[src/rtl/ripple_carry_adder.sv]
// Purpose: N-bit ripple-carry adder, s/cout = a + b + cin.
// Latency: combinational, zero cycles.
// Backpressure: none; pure datapath.
`timescale 1ns/1ps
module ripple_carry_adder #(
  parameter int N = 2
) (
  input  logic [N-1:0] a,
  input  logic [N-1:0] b,
  input  logic         cin,
  output logic [N-1:0] s,
  output logic         cout
);

  logic [N:0] c;

  assign c[0] = cin;

  for (genvar i = 0; i < N; i++) begin : g_bit
    assign s[i]   = a[i] ^ b[i] ^ c[i];
    assign c[i+1] = (a[i] & b[i]) | (c[i] & (a[i] ^ b[i]));
  end

  assign cout = c[N];

endmodule

[src/rtl/carry_select_adder.sv]
// Purpose: unsigned carry-select adder {co,sum} = a + b + ci, plus a registered copy.
// Latency: sum/co combinational; sum_q/co_q one clk later.
// Backpressure: none; registers load on every rising clk, async-cleared by rst.
`timescale 1ns/1ps
module carry_select_adder #(
  parameter int WIDTH = 4,
  parameter int BLOCK = 2
) (
  input  logic             clk,
  input  logic             rst,
  input  logic [WIDTH-1:0] a,
  input  logic [WIDTH-1:0] b,
  input  logic             ci,
  output logic [WIDTH-1:0] sum,
  output logic             co,
  output logic [WIDTH-1:0] sum_q,
  output logic             co_q
);

  // Oversized BLOCK collapses to a single ripple adder.
  localparam int BLK  = (BLOCK > WIDTH) ? WIDTH : ((BLOCK < 1) ? 1 : BLOCK);
  localparam int NBLK = (WIDTH + BLK - 1) / BLK;

  // bc[k] is the carry into block k; bc[NBLK] is the final carry out.
  logic [NBLK:0] bc;

  assign bc[0] = ci;

  for (genvar k = 0; k < NBLK; k++) begin : g_blk
    localparam int LO = k * BLK;
    localparam int W  = ((WIDTH - LO) < BLK) ? (WIDTH - LO) : BLK;

    if (k == 0) begin : g_first
      ripple_carry_adder #(.N(W)) u_rca (
        .a    (a[LO +: W]),
        .b    (b[LO +: W]),
        .cin  (bc[0]),
        .s    (sum[LO +: W]),
        .cout (bc[1])
      );
    end else begin : g_sel
      logic [W-1:0] s0;
      logic [W-1:0] s1;
      logic         c0;
      logic         c1;

      ripple_carry_adder #(.N(W)) u_rca0 (
        .a    (a[LO +: W]),
        .b    (b[LO +: W]),
        .cin  (1'b0),
        .s    (s0),
        .cout (c0)
      );

      ripple_carry_adder #(.N(W)) u_rca1 (
        .a    (a[LO +: W]),
        .b    (b[LO +: W]),
        .cin  (1'b1),
        .s    (s1),
        .cout (c1)
      );

      assign sum[LO +: W] = bc[k] ? s1 : s0;
      assign bc[k+1]      = bc[k] ? c1 : c0;
    end
  end

  assign co = bc[NBLK];

  always_ff @(posedge clk or posedge rst) begin
    if (rst) begin
      sum_q <= '0;
      co_q  <= 1'b0;
    end else begin
      sum_q <= sum;
      co_q  <= co;
    end
  end

endmodule

[config.mk]
export PLATFORM = sky130hd
export DESIGN_NAME = carry_select_adder
export DESIGN_NICKNAME = d
export VERILOG_FILES = /design/src/rtl/ripple_carry_adder.sv /design/src/rtl/carry_select_adder.sv
export SDC_FILE = /design/constraint.sdc
export NUM_CORES = 1
export LEC_CHECK = 0
export ABC_AREA = 0
export BUFFER_PORTS_ARGS = -buffer_cell sky130_fd_sc_hd__buf_4
export CAP_MARGIN = 20
export CORE_AREA = 2 2 39 41
export DETAILED_ROUTE_END_ITERATION = 8
export DIE_AREA = 0 0 41 43
export PLACE_DENSITY = 0.44
export SLEW_MARGIN = 20
export SYNTH_ARGS = -nofsm -noshare
export SYNTH_HDL_FRONTEND = slang
export SYNTH_SLANG_ARGS = --single-unit
[constraint.sdc]
create_clock -name clk -period 1.4 [get_ports clk]
set_input_delay 0 -clock clk [delete_from_list [all_inputs] [get_ports clk]]
set_output_delay 0 -clock clk [all_outputs]
set_load 0.005 [all_outputs]
-- Word level (Yosys, flattened, before mapping)
Index checks and enable logic that the tools add are counted.
- muxes and demuxes: 2
- bitwise operators: 22
- operators with widths (cell ; number):
    bitwise AND 1 bit ; 8
    XOR 1 bit ; 8
    bitwise OR 1 bit ; 5
    2-to-1 mux 2 bit ; 1
    2-to-1 mux 1 bit ; 1
    inverter 1 bit ; 1
- output and inout bits: 10
- flip-flop bits (word level): 5
- input bits: 11
- word-level logic and storage cells: 26

-- Depth between registers and ports, before layout
Gate-level depths: netlist of the first run.
- depth in word-level cells: 6
- gate-level depth with buffers: 8
- depth with buffers taken out: 8

-- Hierarchy
From an unflattened synthesis of the first run, not the netlist that was laid out.
- cell total of the unflattened synthesis: 41
- area, all modules: 380.4 um2
- modules (own cells, without submodules) (module ; times used ; cells an instance ; seq. area each (um2) ; area an instance (um2)):
    ripple_carry_adder ; 3 ; 10 ; 0.0 ; 70.1
    carry_select_adder ; 1 ; 11 ; 125.1 ; 170.2

-- Worst setup path before layout of the first run
No wires, ideal clock.
- path type: input port to flip-flop
- from: input port a[0]
- to: register sum_q[3]
- setup time: 122 ps
- path buffers: 0
- stages: 8
- required time: 1278 ps
- data arrival time: 1346 ps
- path slack: -68 ps
- path through: inv_1 fa_1 inv_1 fa_1 nand2_1 o21ai_0 fa_1 inv_1
- word-level cells in the longest chain between the ends: 6
- elaborated cells between the ends (all ways): 7
- classes of those cells: mux: 1; bitwise: 6
- ends and longest elaborated chain (what ; RTL line ; RTL):
    start, declared ; carry_select_adder.sv:11 ; input logic [WIDTH-1:0] a,
    XOR 1 bit ; ripple_carry_adder.sv:21 ; assign c[i+1] = (a[i] & b[i]) | (c[i] & (a[i] ^ b[i]));
    bitwise AND 1 bit ; ripple_carry_adder.sv:21 ;
    bitwise OR 1 bit (*) ; ripple_carry_adder.sv:21 ;
    bitwise AND 1 bit (*) ; ripple_carry_adder.sv:21 ;
    bitwise OR 1 bit (*) ; ripple_carry_adder.sv:21 ;
    2-to-1 mux 2 bit (*) ; carry_select_adder.sv:63 ; assign sum[LO +: W] = bc[k] ? s1 : s0;
    via sum[3] ; carry_select_adder.sv:14 ; output logic [WIDTH-1:0] sum,
    end signal, assigned ; carry_select_adder.sv:75 ; sum_q <= sum;
    end, declared ; carry_select_adder.sv:16 ; output logic [WIDTH-1:0] sum_q,
Mark *: on every way through the listed nets, which the timed path passes. The rest lies on a longest branch.

-- Worst setup path in the final report of the first run
- from: input port b[0]
- to: output port sum[3]
- word-level cells in the longest chain between the ends: 6
- elaborated cells between the ends (all ways): 7
- classes of those cells: mux: 1; bitwise: 6
- ends and longest elaborated chain (what ; RTL line ; RTL):
    start, declared ; carry_select_adder.sv:12 ; input logic [WIDTH-1:0] b,
    XOR 1 bit ; ripple_carry_adder.sv:21 ;
    bitwise AND 1 bit ; ripple_carry_adder.sv:21 ;
    bitwise OR 1 bit (*) ; ripple_carry_adder.sv:21 ;
    bitwise AND 1 bit (*) ; ripple_carry_adder.sv:21 ;
    bitwise OR 1 bit (*) ; ripple_carry_adder.sv:21 ;
    2-to-1 mux 2 bit (*) ; carry_select_adder.sv:63 ;
    end, declared ; carry_select_adder.sv:14 ;
Every way passes the cells marked *; elsewhere a longest branch is shown, timed or not.

==> impl_metrics.ini, run 1 <==
[clock_network]
clkSinkCount = 5
htreeDepth = 1
cts_made_buffers = 3
path_clk_slew_ns = 0.04
cts_tree = built
clockBufferDepth = 2
cts_root_buffer = clkbuf_4

[finish]
drive_above_1_share_pct = 67.31
area_delta_synth_final_pct = 92.66
final_area_um2 = 525.5
num_antenna_cells = 0
nets = 69
fillCellCount = 155

[route]
drc = 0
drt_iter0_drc = 0
firstDrtPassIters = 1
vias = 240
ant_nets = 0
wl_um = 497
vias_per_cell = 3.529
routedWlPerCell_um = 7.309

[hold_path]
worstHoldStart = b[1]
min_to = sum_q[1]
hold_depth = 2
min_path_type = primary input to flop

[sta]
fin_crit_ns = 1.505
tightestPinTransition_ns = 0.1919
fin_ws_ns = -0.1050
fmax_mhz = 664.5
slew_viol_final = 0
slew_headroom_pct = 87.16
min_period_over_period_pct = 107.5
whs_ns = 0.07756
hold_viol = 0
setup_tns_ns = -0.1166
setup_viol = 2
rsz0062_at_grt = true

[floorplanning]
core_area_um2 = 1384
fp.dieW_um = 41
fp-row-count = 14
die_h_um = 43
io_pins = 21
die-area_um2 = 1763
initial_core_util_pct = 19.71

[power]
p_sw_uw = 127.6
p_comb_share_pct = 34.7
seqPwrFrac_pct = 33.8
p_clk_share_pct = 31.6
internal_power_uw = 389.0
leakage_nw = 0.2904
power_uw = 516.6
p_per_area_nw_per_um2 = 983.1
ir_drop_v = 0.0002233
sw_frac_of_total_pct = 24.70

[worst_setup_path]
cp_max_fo = 3
cp-startpoint = b[0]
critPathKind = primary input to output port
crit_path_end_kind = output port
critPathLaunchType = primary input
cp.arrival_ns = 1.50
cp.required_ns = 1.40

[global_routing]
gr-total-overflow = 0
grt_pass1_wl_um = 696
grt_pass1_vias = 200
track_usage_pct = 6.465
antenna_found_initial = 0
grt_max_degree = 6

[synth]
synthArstFlopShare_pct = 100.0
synth_area_per_cell_um2 = 10.91
yosys-top-cells-area = dfrtp_1 (46%), fa_1 (22%), inv_1 (17%)
synth_nets = 41
synthTopCellsByCount = inv_1 (12), dfrtp_1 (5), fa_1 (3)
synth_top_area_share_pct = 45.87
yosysMostFrequentCell = inv_1
ys.flop_type = dfrtp_1
ys_seq_area_share_pct = 45.87
yosys_register_bits = 5
synth.cell_area_um2 = 272.8
ys_warn_count = 0
synth_edf_count = 0
synth.distinct_cells = 7
syn-instance-count = 25
yosysTopAreaCell = dfrtp_1

[run_status]
failed_checks = setup timing
status = complete, but fails checks

[placed_design]
placed_area_um2 = 459.2
gp_congestion = 0.5926
pre_cts_slack_ns = -0.1585
io_buffers = 20
dpl.hpwl_um = 423

[job]
maxCapViolCount = 0
layout by cell type (no fill, tap or decap):
cell / count
o21ai_2: 1
fa_1: 1
clkbuf_4: 3
xor2_1: 1
fa_2: 2
buf_6: 4
buf_4: 18
clkbuf_1: 1
nand2_2: 1
inv_1: 6
dlygate4sd3_1: 1
inv_4: 2
ha_1: 2
dfrtp_1: 5
inv_2: 4
state kept, by name, summed over array words and instances (netlist names):
| register | count |
|---|---|
| co_q | 1 |
| sum_q | 4 |
through the flow:
| stage | utilization, % | instances |
|---|---|---|
| 6_report | 37.97 | 68 |
| 3_3_place_gp | 33.18 | 62 |
| 3_5_place_dp | 33.18 | 62 |
| 4_1_cts | 37.61 | 68 |
| 5_1_grt | 37.97 | 68 |
| 2_1_floorplan | - | 25 |
routing by layer:
metal | global-route usage (%) | wire length (um) | up-vias
li1 | - | - | 118
met1 | 4.918 | 150 | 106
met2 | 10.63 | 260 | 14
met3 | 1.571 | 70 | 2
met4 | 8.000 | 14 | 0
met5 | 0 | 0 | -
logic make-up after synthesis:
logic type | Yosys count | share of synthesized area, %
XOR/XNOR | 1 | 3.212
buffers and inverters | 12 | 16.51
AND/OR/NAND/NOR | 1 | 1.375
adder cells (fa/ha/maj) | 5 | 31.19
AO/OA/AOI/OAI | 1 | 1.833
flip-flops | 5 | 45.87
power by group through the flow:
| stage | registers (mW) | logic, mW | clock network [mW] |
|---|---|---|---|
| after floorplan | 0.181 | 0.0511 | 0 |
| final | 0.174 | 0.179 | 0.163 |
| after detailed placement | 0.177 | 0.162 | 0 |
| after global placement | 0.177 | 0.162 | 0 |
| after global routing | 0.177 | 0.200 | 0.176 |
| after CTS | 0.175 | 0.180 | 0.173 |
area by class of cell:
cell class	instances	area, um^2	share of cell area [%]
Timing Repair Buffer	23	190.2	36.19
Sequential cell	5	125.1	23.81
Tap cell	16	20.02	3.810
Inverter	12	50.05	9.524
Multi-Input combinational cell	8	113.9	21.67
Clock buffer	4	26.28	5.000
repair_timing:
| action | in CTS | in global routing |
|---|---|---|
| endpoints found under the setup margin | 2 | 2 |
| hold buffers | 1 | 0 |
| gates resized for setup | 7 | 3 |
| buffers inserted | 1 | 0 |
| gates cloned | 0 | 0 |
| hold endpoints to repair | 5 | 0 |
| pin swaps | 4 | 4 |
worst max-delay path: stages:
cell	delay (ns)
buf_6	0.09
inv_4	0.04
fa_2	0.19
inv_2	0.04
fa_2	0.38
nand2_2	0.07
o21ai_2	0.05
fa_1	0.49
inv_2	0.04
buf_6	0.10
worst max path at each step:
| stage | end | slack, ns | cells after the start |
|---|---|---|---|
| after floorplan | sum_q[3] | -0.01 | 8 |
| after detailed placement | sum[3] | -0.16 | 10 |
| after CTS | sum[3] | -0.13 | 10 |
| after global routing | sum[3] | -0.16 | 10 |
| after global placement | sum[3] | -0.15 | 10 |
| final | sum[3] | -0.10 | 10 |
Note: power is estimated with default switching activity, not from simulation.
==> run 2, diff against run 1 <==
Clock period 1.4 ns to 1.6 ns, I/O delays scaled along.
==> run 2 against run 1 <==
Compared with the run above: the flow now finishes without violations; combinational power shrank 15%; power shrank 13%; clock power is 11% lower; hold slack worse by 0.0017 ns; global-route usage rose by 0.51 points; sequential share of layout area increased by 0.46 points; routed wire length grew 7.8%; setup slack better by 0.16 ns; count of clock-buffer cells in the layout stayed put; cell count down 1.5%; via count is 1.7% lower; non-clock buffer count is 1 lower.
==> impl_metrics.ini, run 2 (synthesis gave the netlist of run 1 again) <==
[global_routing]
track_usage_pct = 6.970
grt_max_degree = 6
antenna_found_initial = 0
grt_pass1_wl_um = 793
grt_pass1_vias = 216
gr-total-overflow = 0

[sta]
fin_crit_ns = 1.545
hold_viol = 0
setup_viol = 0
tightestPinTransition_ns = 0.1913
slew_headroom_pct = 87.23
fmax_mhz = 647.5
min_period_over_period_pct = 96.53
slew_viol_final = 0

[floorplanning]
die-area_um2 = 1763
fp-row-count = 14
die_h_um = 43
initial_core_util_pct = 19.71
io_pins = 21
core_area_um2 = 1384
fp.dieW_um = 41

[clock_network]
cts_tree = built
cts_made_buffers = 3
htreeDepth = 1
clkSinkCount = 5
cts_root_buffer = clkbuf_4
clockBufferDepth = 2
path_clk_slew_ns = 0.04

[power]
ir_drop_v = 0.0002367
p_per_area_nw_per_um2 = 870.7
leakage_nw = 0.2861

[route]
ant_nets = 0
wl_um = 536
vias = 236
firstDrtPassIters = 1
routedWlPerCell_um = 8.000
vias_per_cell = 3.522
drc = 0
drt_iter0_drc = 0

[worst_setup_path]
slowest_stage = fa_1
path_cells = buf_6 > inv_4 > fa_2 > inv_2 > fa_2 > nand2_1 > o21ai_2 > fa_1 > inv_2 > buf_6
cp.required_ns = 1.60
cp.arrival_ns = 1.54
critPathKind = primary input to output port
cp_max_fo = 3
critPathLaunchType = primary input
cpPeakStageDelay_ns = 0.51
crit_path_end_kind = output port

[finish]
top_register = sum_q
final_area_um2 = 515.5
final_core_util_pct = 37.25
drive_above_1_share_pct = 62.75
area_delta_synth_final_pct = 88.99
nets = 68
num_antenna_cells = 0
largest_register_ff_count = 4
final_common_cell = buf_4
final_cell_mix = buf_4 (17), inv_1 (7), dfrtp_1 (5)
top_regs = sum_q (4), co_q (1)

[placed_design]
dpl.hpwl_um = 434.9
io_buffers = 20
gp_congestion = 0.5735
placed_area_um2 = 442.9

[run_status]
status = finished, final reports clean

[hold_path]
min_path_type = primary input to flop

[job]
maxCapViolCount = 0
-- run 2: cell types whose count changed in the layout (fill, tap and decap cells not counted), sizes merged --
| cell | delta |
|---|---|
| buf | -1 |
-- run 2: report_power, final --
| group | total (mW) | switching [mW] | leakage [nW] | internal (mW) |
|---|---|---|---|---|
| Combinational | 0.152 | 0.0574 | 0.213 | 0.0942 |
| Sequential | 0.153 | 0.00478 | 0.0581 | 0.148 |
| Clock | 0.145 | 0.0504 | 0.0150 | 0.0942 |
| Total | 0.449 | 0.113 | 0.286 | 0.336 |
-- run 2: worst max-delay path: cells and delay by family --
kind	cells	cell delay (ns)
adder cells (fa/ha/maj)	3	1.07
AO/OA/AOI/OAI	1	0.06
buffers and inverters	5	0.32
AND/OR/NAND/NOR	1	0.09
-- run 2: stage by stage --
step | worst slack [ns] | instances | TNS (ns) | power [mW] | hold WS, ns
after floorplan | 0.1318 | 25 | 0 | 0.1978 | -0.2215
after global placement | -0.06117 | 61 | -0.1024 | 0.2886 | -0.08477
after detailed placement | -0.06785 | 61 | -0.1146 | 0.2882 | -0.08350
after CTS | 0.005976 | 66 | 0 | 0.4460 | 0.06959
after global routing | -0.0009326 | 67 | -0.0009326 | 0.4864 | 0.07895
final | 0.05550 | 67 | 0 | 0.4488 | 0.07585
-- run 2: cell type report --
type | instances | area [um^2]
Clock buffer | 4 | 26.28
Inverter | 12 | 50.05
Tap cell | 16 | 20.02
Sequential cell | 5 | 125.1
Multi-Input combinational cell | 8 | 111.4
Fill cell | 149 | 868.3
Timing Repair Buffer | 22 | 182.7
-- run 2: worst paths after layout --
| check | start | end | slack (ns) | cells past startpoint |
|---|---|---|---|---|
| max | a[0] | sum[3] | 0.06 | 10 |
| min | b[1] | sum_q[1] | 0.08 | 2 |
| max in group asynchronous | rst | sum_q[3] | 1.21 | 3 |
| min in group asynchronous | rst | sum_q[0] | 0.21 | 3 |
-- run 2: metal layers --
layer / track usage (%) / vias to the layer above / wire, um / part of all wire, %
met2: 10.00 / 11 / 304 / 57
met5: 0 / - / 0 / 0
met1: 7.213 / 107 / 170 / 32
met4: 8.000 / 0 / 0 / 0
li1: - / 118 / - / -
met3: 1.571 / 0 / 61 / 11
-- run 2: repair_timing --
| action | in CTS | in global routing |
|---|---|---|
| setup buffers | 0 | 1 |
| endpoints found under the hold margin | 5 | 0 |
| pin swaps | 0 | 4 |
| endpoints found under the setup margin | 1 | 1 |
| gates resized for setup | 2 | 13 |
| hold buffers | 1 | 0 |
